==> config.mk <==
export PLATFORM = sky130hd
export DESIGN_NAME = accum_reg
export DESIGN_NICKNAME = d
export VERILOG_FILES = /design/src/rtl/accum_reg.sv
export SDC_FILE = /design/constraint.sdc
export NUM_CORES = 1
export LEC_CHECK = 0
export BUFFER_PORTS_ARGS = -buffer_cell sky130_fd_sc_hd__buf_4
export CORE_MARGIN = 2
export CORE_UTILIZATION = 49
export DETAILED_ROUTE_END_ITERATION = 16
export PLACE_DENSITY_LB_ADDON = 0.08
export REMOVE_ABC_BUFFERS = 1
export SLEW_MARGIN = 20
export SYNTH_ARGS = -nofsm -noshare
export SYNTH_HDL_FRONTEND = slang
export SYNTH_SLANG_ARGS = --single-unit
export TNS_END_PERCENT = 20
==> constraint.sdc <==
create_clock -name Clk -period 2.1 [get_ports Clk]
set_input_delay 0.525 -clock Clk [delete_from_list [all_inputs] [get_ports Clk]]
set_output_delay 0.525 -clock Clk [all_outputs]
set_load 0.03 [all_outputs]
==> src/rtl/accum_reg.sv <==
// Accumulates COUNT accepted d beats into an ACCWIDTH-bit total behind a valid/ready handshake.
// Optional build macro ACCUM_SATURATE_EN: clamp to all-ones on carry instead of wrapping.
module accum_reg #(
  parameter int DATAWIDTH = 2,
  parameter int ACCWIDTH  = 8,
  parameter int COUNT     = 4
) (
  input  logic                 Clk,
  input  logic                 Rst,
  input  logic                 clr,
  input  logic [DATAWIDTH-1:0] d,
  input  logic                 dValid,
  output logic                 dReady,
  output logic [ACCWIDTH-1:0]  q,
  output logic                 qValid,
  input  logic                 qReady,
  output logic                 ovf
);
  localparam int CW = $clog2(COUNT) + 1;
  localparam logic [CW-1:0] LAST = CW'(COUNT - 1);

  typedef enum logic [1:0] {IDLE, ACCUM, HOLD} state_t;

  state_t              state;
  logic [ACCWIDTH-1:0] acc;
  logic [CW-1:0]       cnt;
  logic                ovf_int;

  logic [ACCWIDTH-1:0] d_ext;
  logic [ACCWIDTH:0]   sum;
  logic                carry;
  logic [ACCWIDTH-1:0] acc_nxt;
  logic                in_xfer, out_xfer;

  assign d_ext = ACCWIDTH'(d);
  assign sum   = {1'b0, acc} + {1'b0, d_ext};
  assign carry = sum[ACCWIDTH];
`ifdef ACCUM_SATURATE_EN
  // Once clamped, later adds keep carrying (or add zero), so the clamp persists.
  assign acc_nxt = carry ? {ACCWIDTH{1'b1}} : sum[ACCWIDTH-1:0];
`else
  assign acc_nxt = sum[ACCWIDTH-1:0];
`endif

  // qReady feeds dReady so a new frame can start while the held result drains.
  assign dReady   = Rst && !clr && ((state != HOLD) || qReady);
  assign in_xfer  = dValid && dReady;
  assign out_xfer = qValid && qReady;

  always_ff @(posedge Clk) begin
    if (!Rst || clr) begin
      state   <= IDLE;
      acc     <= '0;
      cnt     <= '0;
      ovf_int <= 1'b0;
      q       <= '0;
      qValid  <= 1'b0;
      ovf     <= 1'b0;
    end else begin
      case (state)
        IDLE, HOLD: begin
          if (state == HOLD && out_xfer) begin
            qValid <= 1'b0;
            state  <= IDLE;
          end
          // First beat of a frame; in HOLD this overrides the drain above.
          if (in_xfer) begin
            acc     <= d_ext;
            cnt     <= CW'(1);
            ovf_int <= 1'b0;
            ovf     <= 1'b0;
            if (COUNT == 1) begin
              q      <= d_ext;
              qValid <= 1'b1;
              state  <= HOLD;
            end else begin
              qValid <= 1'b0;
              state  <= ACCUM;
            end
          end
        end
        ACCUM: begin
          if (in_xfer) begin
            acc     <= acc_nxt;
            cnt     <= cnt + CW'(1);
            ovf_int <= ovf_int | carry;
            if (cnt == LAST) begin
              q      <= acc_nxt;
              ovf    <= ovf_int | carry;
              qValid <= 1'b1;
              state  <= HOLD;
            end
          end
        end
        default: state <= IDLE;
      endcase
    end
  end
endmodule

==> implementation parameters, run 1 <==
Parameter                              Value

Routing
  Remaining DRCs    0
  Number of iterations in the first detailed-routing pass    4
  Vias per cell    5.65
  Average wire per cell in the routed design    13.6 µm
  Via count    1040
  Post-route ant nets    0
  Total wirelength of the detailed-routed design    2510 µm
  Iteration-0 DRC Markers    16

Worst hold path
  Worst hold endpoint    ovf
  Worst Hold Class    register to register
  Min-Delay Startpoint    ovf
  Hold Crit Depth    2

Yosys
  Area contributors post-synth    dfxtp_1, a21oi_1, ha_1, nor2_1, xnor2_1
  Distinct cells, synth    39
  Average footprint of a synthesized cell    9.04 µm²
  Compound-cell area share of the yosys netlist    24.4%
  Top-area cell type share of the netlist area    39.7%
  Cell taking the most area after synthesis    dfxtp_1
  Adder-cell area share of the yosys netlist    5.79%
  Mapped cell area    1210 µm²
  Portion of the post-synthesis area used by sequential elements    39.7%
  Yosys warnings    0
  Xor/xnor cell area share of the yosys netlist    4.34%
  Mux contribution to synthesized area    3.31%
  Flip-flop cell with the highest count after synthesis    dfxtp_1
  Flop and latch count out of synthesis    24
  Share of synthesized flip-flops with an asynchronous set or reset    0%
  Simple-Gate Fraction of Synth Area    17.3%
  Combinational family with the most area after synthesis    compound AO/OA/AOI/OAI gates
  Count of flip-flops with a built-in enable after synthesis    0
  Cells after Synth    134

Critical path
  FF-to-FF setup slack    0.27 ns
  Start-to-end type of the worst setup path    register to primary output
  Crit-path slowest cell    dfxtp_1
  Critical path fanouts, max    8
  Total buffers and inverters traversed by the critical path    2
  Crit Reg-Reg Endpoint    acc[6]
  Type of origin of the critical path    register
  Crit path required time    1.57 ns
  Critical Path Max Stage Delay    0.52 ns
  Worst Reg-to-Reg Cells    6
  Cell type group with the largest total delay on the critical path    flip-flops
  Reg2reg start    acc[0]
  Critical Path Sink Type    primary output
  Worst-path cell chain    inv_1, o31a_1, buf_4
  Data arrival time of the worst path    1.43 ns

Clocking
  Clock tree from TritonCTS    done
  Clock transition at the registers of the reported paths    0.12 ns
  Max clock buf depth    2
  Count of hold buffers inserted by post-cts repair    0
  Root buffer cell    clkbuf_4
  Number of gates given a new drive strength after cts    0
  Number of buffers added by the clock tree synthesis step    3
  Number of H-tree branching levels    1
  Postcts setup bufs    0
  Clock Sink Count    24
  Clock latency of the later-clocked register in the worst-skew pair    0.31 ns

Cells and area
  Post-route core utilization    58.5%
  Most common cell after layout, fill and taps aside    buf_4
  N_diodes    0
  Leading cell types in the layout, fill and taps excluded    buf_4, dfxtp_1, a21oi_1
  Final Cell Area    1410 µm²
  Number of nets in the layout    168
  Growth of design area from synthesis to finish    16.4%
  Layout cells sized above 1    20.8%

Floorplanning
  Die area    2890 µm²
  Height of the chip    53.7 µm
  Num ports    18
  Core area    2410 µm²
  Number of core rows    18
  Width of the die    53.7 µm
  Initial Util    50.3%

STA
  Clock skew    0.00210 ns
  Setup TNS Final    0 ns
  Max-slew violation count    0
  Number of endpoints failing setup at the final stage    0
  Setup repair after global routing missed its margin    false
  Worst max-slew margin expressed relative to the limit    69.1%
  Top achievable clock speed    511 MHz
  Min Tclk post-route    1.96 ns
  Transition time at the pin with the least slew margin    0.462 ns
  Part of the cycle the worst path needs    93.2%
  Count of final hold-check violations    0

Global routing
  Gr usage total    19.3%
  Total congestion overflow    0
  Global-route wire length before repair    4040 µm
  Number of global-route vias before repair    907
  Antenna violations before repair    0
  Largest net degree at the start of global routing    13

Placed design
  Final weighted congestion of routability-driven global placement    0.773
  Dpl cell area    1390 µm²
  Count of buffers inserted at the top-level ports    17
  Placed wire-length estimate    1910 µm

Flow run
  Count of maximum capacitance violations    0

Pwr
  Power density over the cells    514 nW/µm²
  Leakage dissipation    0.000532 µW
  Peak VDD IR    0.329 mV

Run status
  Status    finished clean
==> power by group <==
part	internal, µW	total, µW	switching (µW)
clock	67.0	197	130
combinational	28.0	67.0	39.0
sequential	457	460	2.75
==> worst max-delay path by stage <==
stage,startpoint,end,slack [ns],cells after the start
floorplan,d[0],acc[6],0.005,6
global placement,d[0],acc[6],-0.02,7
detailed placement,d[0],acc[6],-0.08,7
CTS,state[1],dReady,0.15,3
global route,state[1],dReady,0.05,3
finish,state[1],dReady,0.14,3
==> synth_stat cells (3+ instances only) <==
cell type,instances
nand3b_1,3
inv_1,4
a211oi_1,4
o21ai_1,5
mux2i_1,4
nand3_1,5
nor3_1,5
o21ai_0,3
ha_1,4
nand2b_1,3
nand2_1,5
a21oi_1,15
xnor2_1,5
nor2_1,12
and3_1,3
buf_2,3
dfxtp_1,24
==> kinds of logic (layout without fill, tap and decap cells) <==
group	count (synthesis)	after routing
compound gates	43	43
simple gates	40	40
flops	24	24
buf+inv	12	32
xor+xnor	6	6
fa+ha+maj	5	5
mux	4	4
==> state kept, by name (all words and copies together), names as in the netlist <==
signal and flops:
state 2, qValid 1, ovf 1, q 8, cnt 3, acc 8, ovf_int 1
==> per-layer routing <==
layer / wire (µm) / vias up / GRT usage (%)
met4: 27 / 0 / 7.69
met3: 84 / 4 / 2.50
met5: 0 / - / 0
met2: 1160 / 18 / 30.1
met1: 1240 / 486 / 26.8
li1: - / 532 / -
==> final cells by class <==
type | count | area (µm²)
Tap cell | 30 | 37.5
Clock buffer | 3 | 22.5
Multi-Input combinational cell | 98 | 667
Timing Repair Buffer | 25 | 188
Fill cell | 215 | 1000
Inverter | 4 | 15.0
Sequential cell | 24 | 480
==> through the flow <==
step	hold slack, ns	setup slack (ns)	total power, µW	instances
2_1_floorplan	0.444	0.00500	507	126
3_3_place_gp	0.457	-0.0180	535	181
3_5_place_dp	0.458	-0.0760	538	181
4_1_cts	0.478	0.153	729	184
5_1_grt	0.504	0.0527	755	184
6_report	0.475	0.144	724	184
==> worst register-to-register path: cells and delay by family (launching register included) <==
family / cells / cell delay [ns]
simple gates: 3 / 0.58
compound gates: 1 / 0.25
flops: 1 / 0.33
fa+ha+maj: 2 / 0.59
No activity file was read; power rests on OpenSTA's default activity.
==> inputs of run 2 (changes only) <==
Settings changed: BUFFER_PORTS_ARGS -buffer_cell sky130_fd_sc_hd__buf_4 to -buffer_cell sky130_fd_sc_hd__buf_2, TNS_END_PERCENT 20 to 50.
==> run 2 against run 1 <==
Register-to-register slack worse by 0.02 ns. Largest power group unchanged. Sequential share of layout area is 0.87 points higher. Flip-flop and latch count stayed put. Die area stayed put. Count of clock-buffer cells in the layout stayed put.
==> implementation parameters, run 2 (synthesis results as in run 1) <==
Parameter                              Value

Run status
  Status    finished clean

Clocking
  Max clock buf depth    2 (unchanged)
  Number of gates given a new drive strength after cts    0 (unchanged)
  Clock tree from TritonCTS    done
  Root buffer cell    clkbuf_4
  Clock Sink Count    24 (unchanged)
  Number of buffers added by the clock tree synthesis step    3 (unchanged)
  Count of hold buffers inserted by post-cts repair    0 (unchanged)
  Postcts setup bufs    0 (unchanged)
  Clock transition at the registers of the reported paths    0.13 ns (about the same)
  Clock latency of the later-clocked register in the worst-skew pair    0.30 ns (about the same)
  Number of H-tree branching levels    1 (unchanged)

Critical path
  Critical Path Sink Type    primary output
  Crit-path slowest cell    dfxtp_1
  Type of origin of the critical path    register
  Critical Path Max Stage Delay    0.52 ns (about the same)
  Worst-path cell chain    inv_1, o31a_1, buf_2
  Critical path fanouts, max    8 (unchanged)
  Crit path required time    1.57 ns (about the same)
  Data arrival time of the worst path    1.43 ns (about the same)
  Start-to-end type of the worst setup path    register to primary output

Cells and area
  Area taken by flip-flops and latches    480 µm² (unchanged)
  N_diodes    0 (unchanged)
  Layout cells sized above 1    21.3% (+0.51 points)
  Count of fill cells added during filler insertion    234 (+8.8%)
  Growth of design area from synthesis to finish    13.5%
  Filler-free cell count of the finished design    185 (+0.54%)
  Area occupied by multi-input gates    667 µm² (unchanged)
  Leading cell types in the layout, fill and taps excluded    dfxtp_1, buf_2, a21oi_1
  Number of nets in the layout    169 (+0.60%)
  Largest registers    acc x8, q x8, cnt x3
  Most common cell after layout, fill and taps aside    dfxtp_1

Pwr
  Leakage dissipation    0.000533 µW (+0.21%)
  Power density over the cells    526 nW/µm² (+2.5%)
  Cell internal pwr    549 µW (-0.54%)
  Peak VDD IR    0.412 mV (+25%)
  Switching power    174 µW (+1.4%)
  Flop pwr share    63.6% (about the same)
  Total chip power    724 µW (about the same)
  Switching share of power    24.1% (+0.35 points)
  Clock power frac    27.5% (+0.3 points)
  Combinational share of power    8.9% (-0.3 points)

Routing
  Number of iterations in the first detailed-routing pass    4 (unchanged)
  Remaining DRCs    0 (unchanged)
  Average wire per cell in the routed design    13.6 µm (-0.26%)
  Post-route ant nets    0 (unchanged)
  Total wirelength of the detailed-routed design    2520 µm (+0.28%)
  Via count    1054 (+1.3%)
  Vias per cell    5.70 (+0.80%)
  Iteration-0 DRC Markers    9 (-7)

Floorplanning
  Initial Util    50.3% (unchanged)
  Num ports    18 (unchanged)
  Number of core rows    18 (unchanged)
  Die area    2890 µm² (unchanged)
  Core area    2410 µm² (unchanged)
  Width of the die    53.7 µm (unchanged)
  Height of the chip    53.7 µm (unchanged)

Global routing
  Total congestion overflow    0 (unchanged)
  Antenna violations before repair    0 (unchanged)
  Number of global-route vias before repair    962 (+6.1%)
  Global-route wire length before repair    4180 µm (+3.6%)
  Largest net degree at the start of global routing    14 (+1)
  Gr usage total    20.0% (+0.72 points)

STA
  Clock skew    0.00125 ns (-0.000857 ns)
  Worst max-slew margin expressed relative to the limit    71.4% (+2.3 points)
  Number of endpoints failing setup at the final stage    0 (unchanged)
  Part of the cycle the worst path needs    93.1% (about the same)
  Transition time at the pin with the least slew margin    0.426 ns (-0.0357 ns)
  Min Tclk post-route    1.96 ns (-0.000754 ns)
  Min setup slack post-route    0.145 ns (+0.000754 ns)
  Tightest hold margin    0.478 ns (+0.00266 ns)
  Setup repair after global routing missed its margin    false
  Top achievable clock speed    511 MHz (about the same)
  Max-slew violation count    0 (unchanged)
  Count of final hold-check violations    0 (unchanged)

Flow run
  Count of maximum capacitance violations    0 (unchanged)

Placed design
  Placement Setup Slack    -0.0907 ns (-0.0146 ns)
  Count of buffers inserted at the top-level ports    17 (unchanged)
  Placed wire-length estimate    1920 µm (+0.49%)
  Final weighted congestion of routability-driven global placement    0.763 (-1.3%)
  Placed instance count    182 (+0.55%)

Worst hold path
  Worst Hold Class    register to register
[run 2: cell types whose count changed in the layout (fill, tap and decap cells not counted), sizes merged]
cell,before,now
buf,25,26
[run 2: final timing paths]
path	start	end	cells past startpoint	slack, ns
setup reg to reg	acc[0]	acc[6]	6	0.25
hold reg to reg	ovf	ovf	2	0.48
setup / recovery	state[1]	dReady	3	0.14
hold / removal	ovf	ovf	2	0.48
[run 2: metal layers]
metal / vias to the layer above / track usage (%) / share of wire (%)
met5: - / 0 / 0
met4: 0 / 9.40 / 0.60
met3: 2 / 2.78 / 2.7
met2: 12 / 31.7 / 48
met1: 508 / 26.7 / 48
li1: 532 / - / -
[run 2: power by group through the flow]
| stage | clock [µW] | combinational (µW) | sequential [µW] |
|---|---|---|---|
| floorplan | 0 | 37.2 | 470 |
| global placement | 0 | 62.4 | 470 |
| detailed placement | 0 | 64.2 | 471 |
| CTS | 207 | 64.5 | 460 |
| global route | 222 | 71.9 | 461 |
| finish | 199 | 64.5 | 460 |
[run 2: final cells by class]
class                           instances  share of cell area, %
Clock buffer                            3                   1.64
Tap cell                               30                   2.73
Multi-Input combinational cell         98                   48.5
Timing Repair Buffer                   26                   11.1
Inverter                                4                   1.09
Sequential cell                        24                   34.9
[run 2: critical path, delay by kind of cell (launching register included)]
kind / cells / cell delay [ns]
flops: 1 / 0.52
buf+inv: 2 / 0.30
compound gates: 1 / 0.30
[run 2: stage by stage]
step,cell area [µm²],TNS (ns),utilization [%]
floorplan,1160,0,-
global placement,1350,-0.0106,56.1
detailed placement,1350,-0.100,56.1
CTS,1380,0,57.1
global route,1380,0,57.1
finish,1380,0,57.1
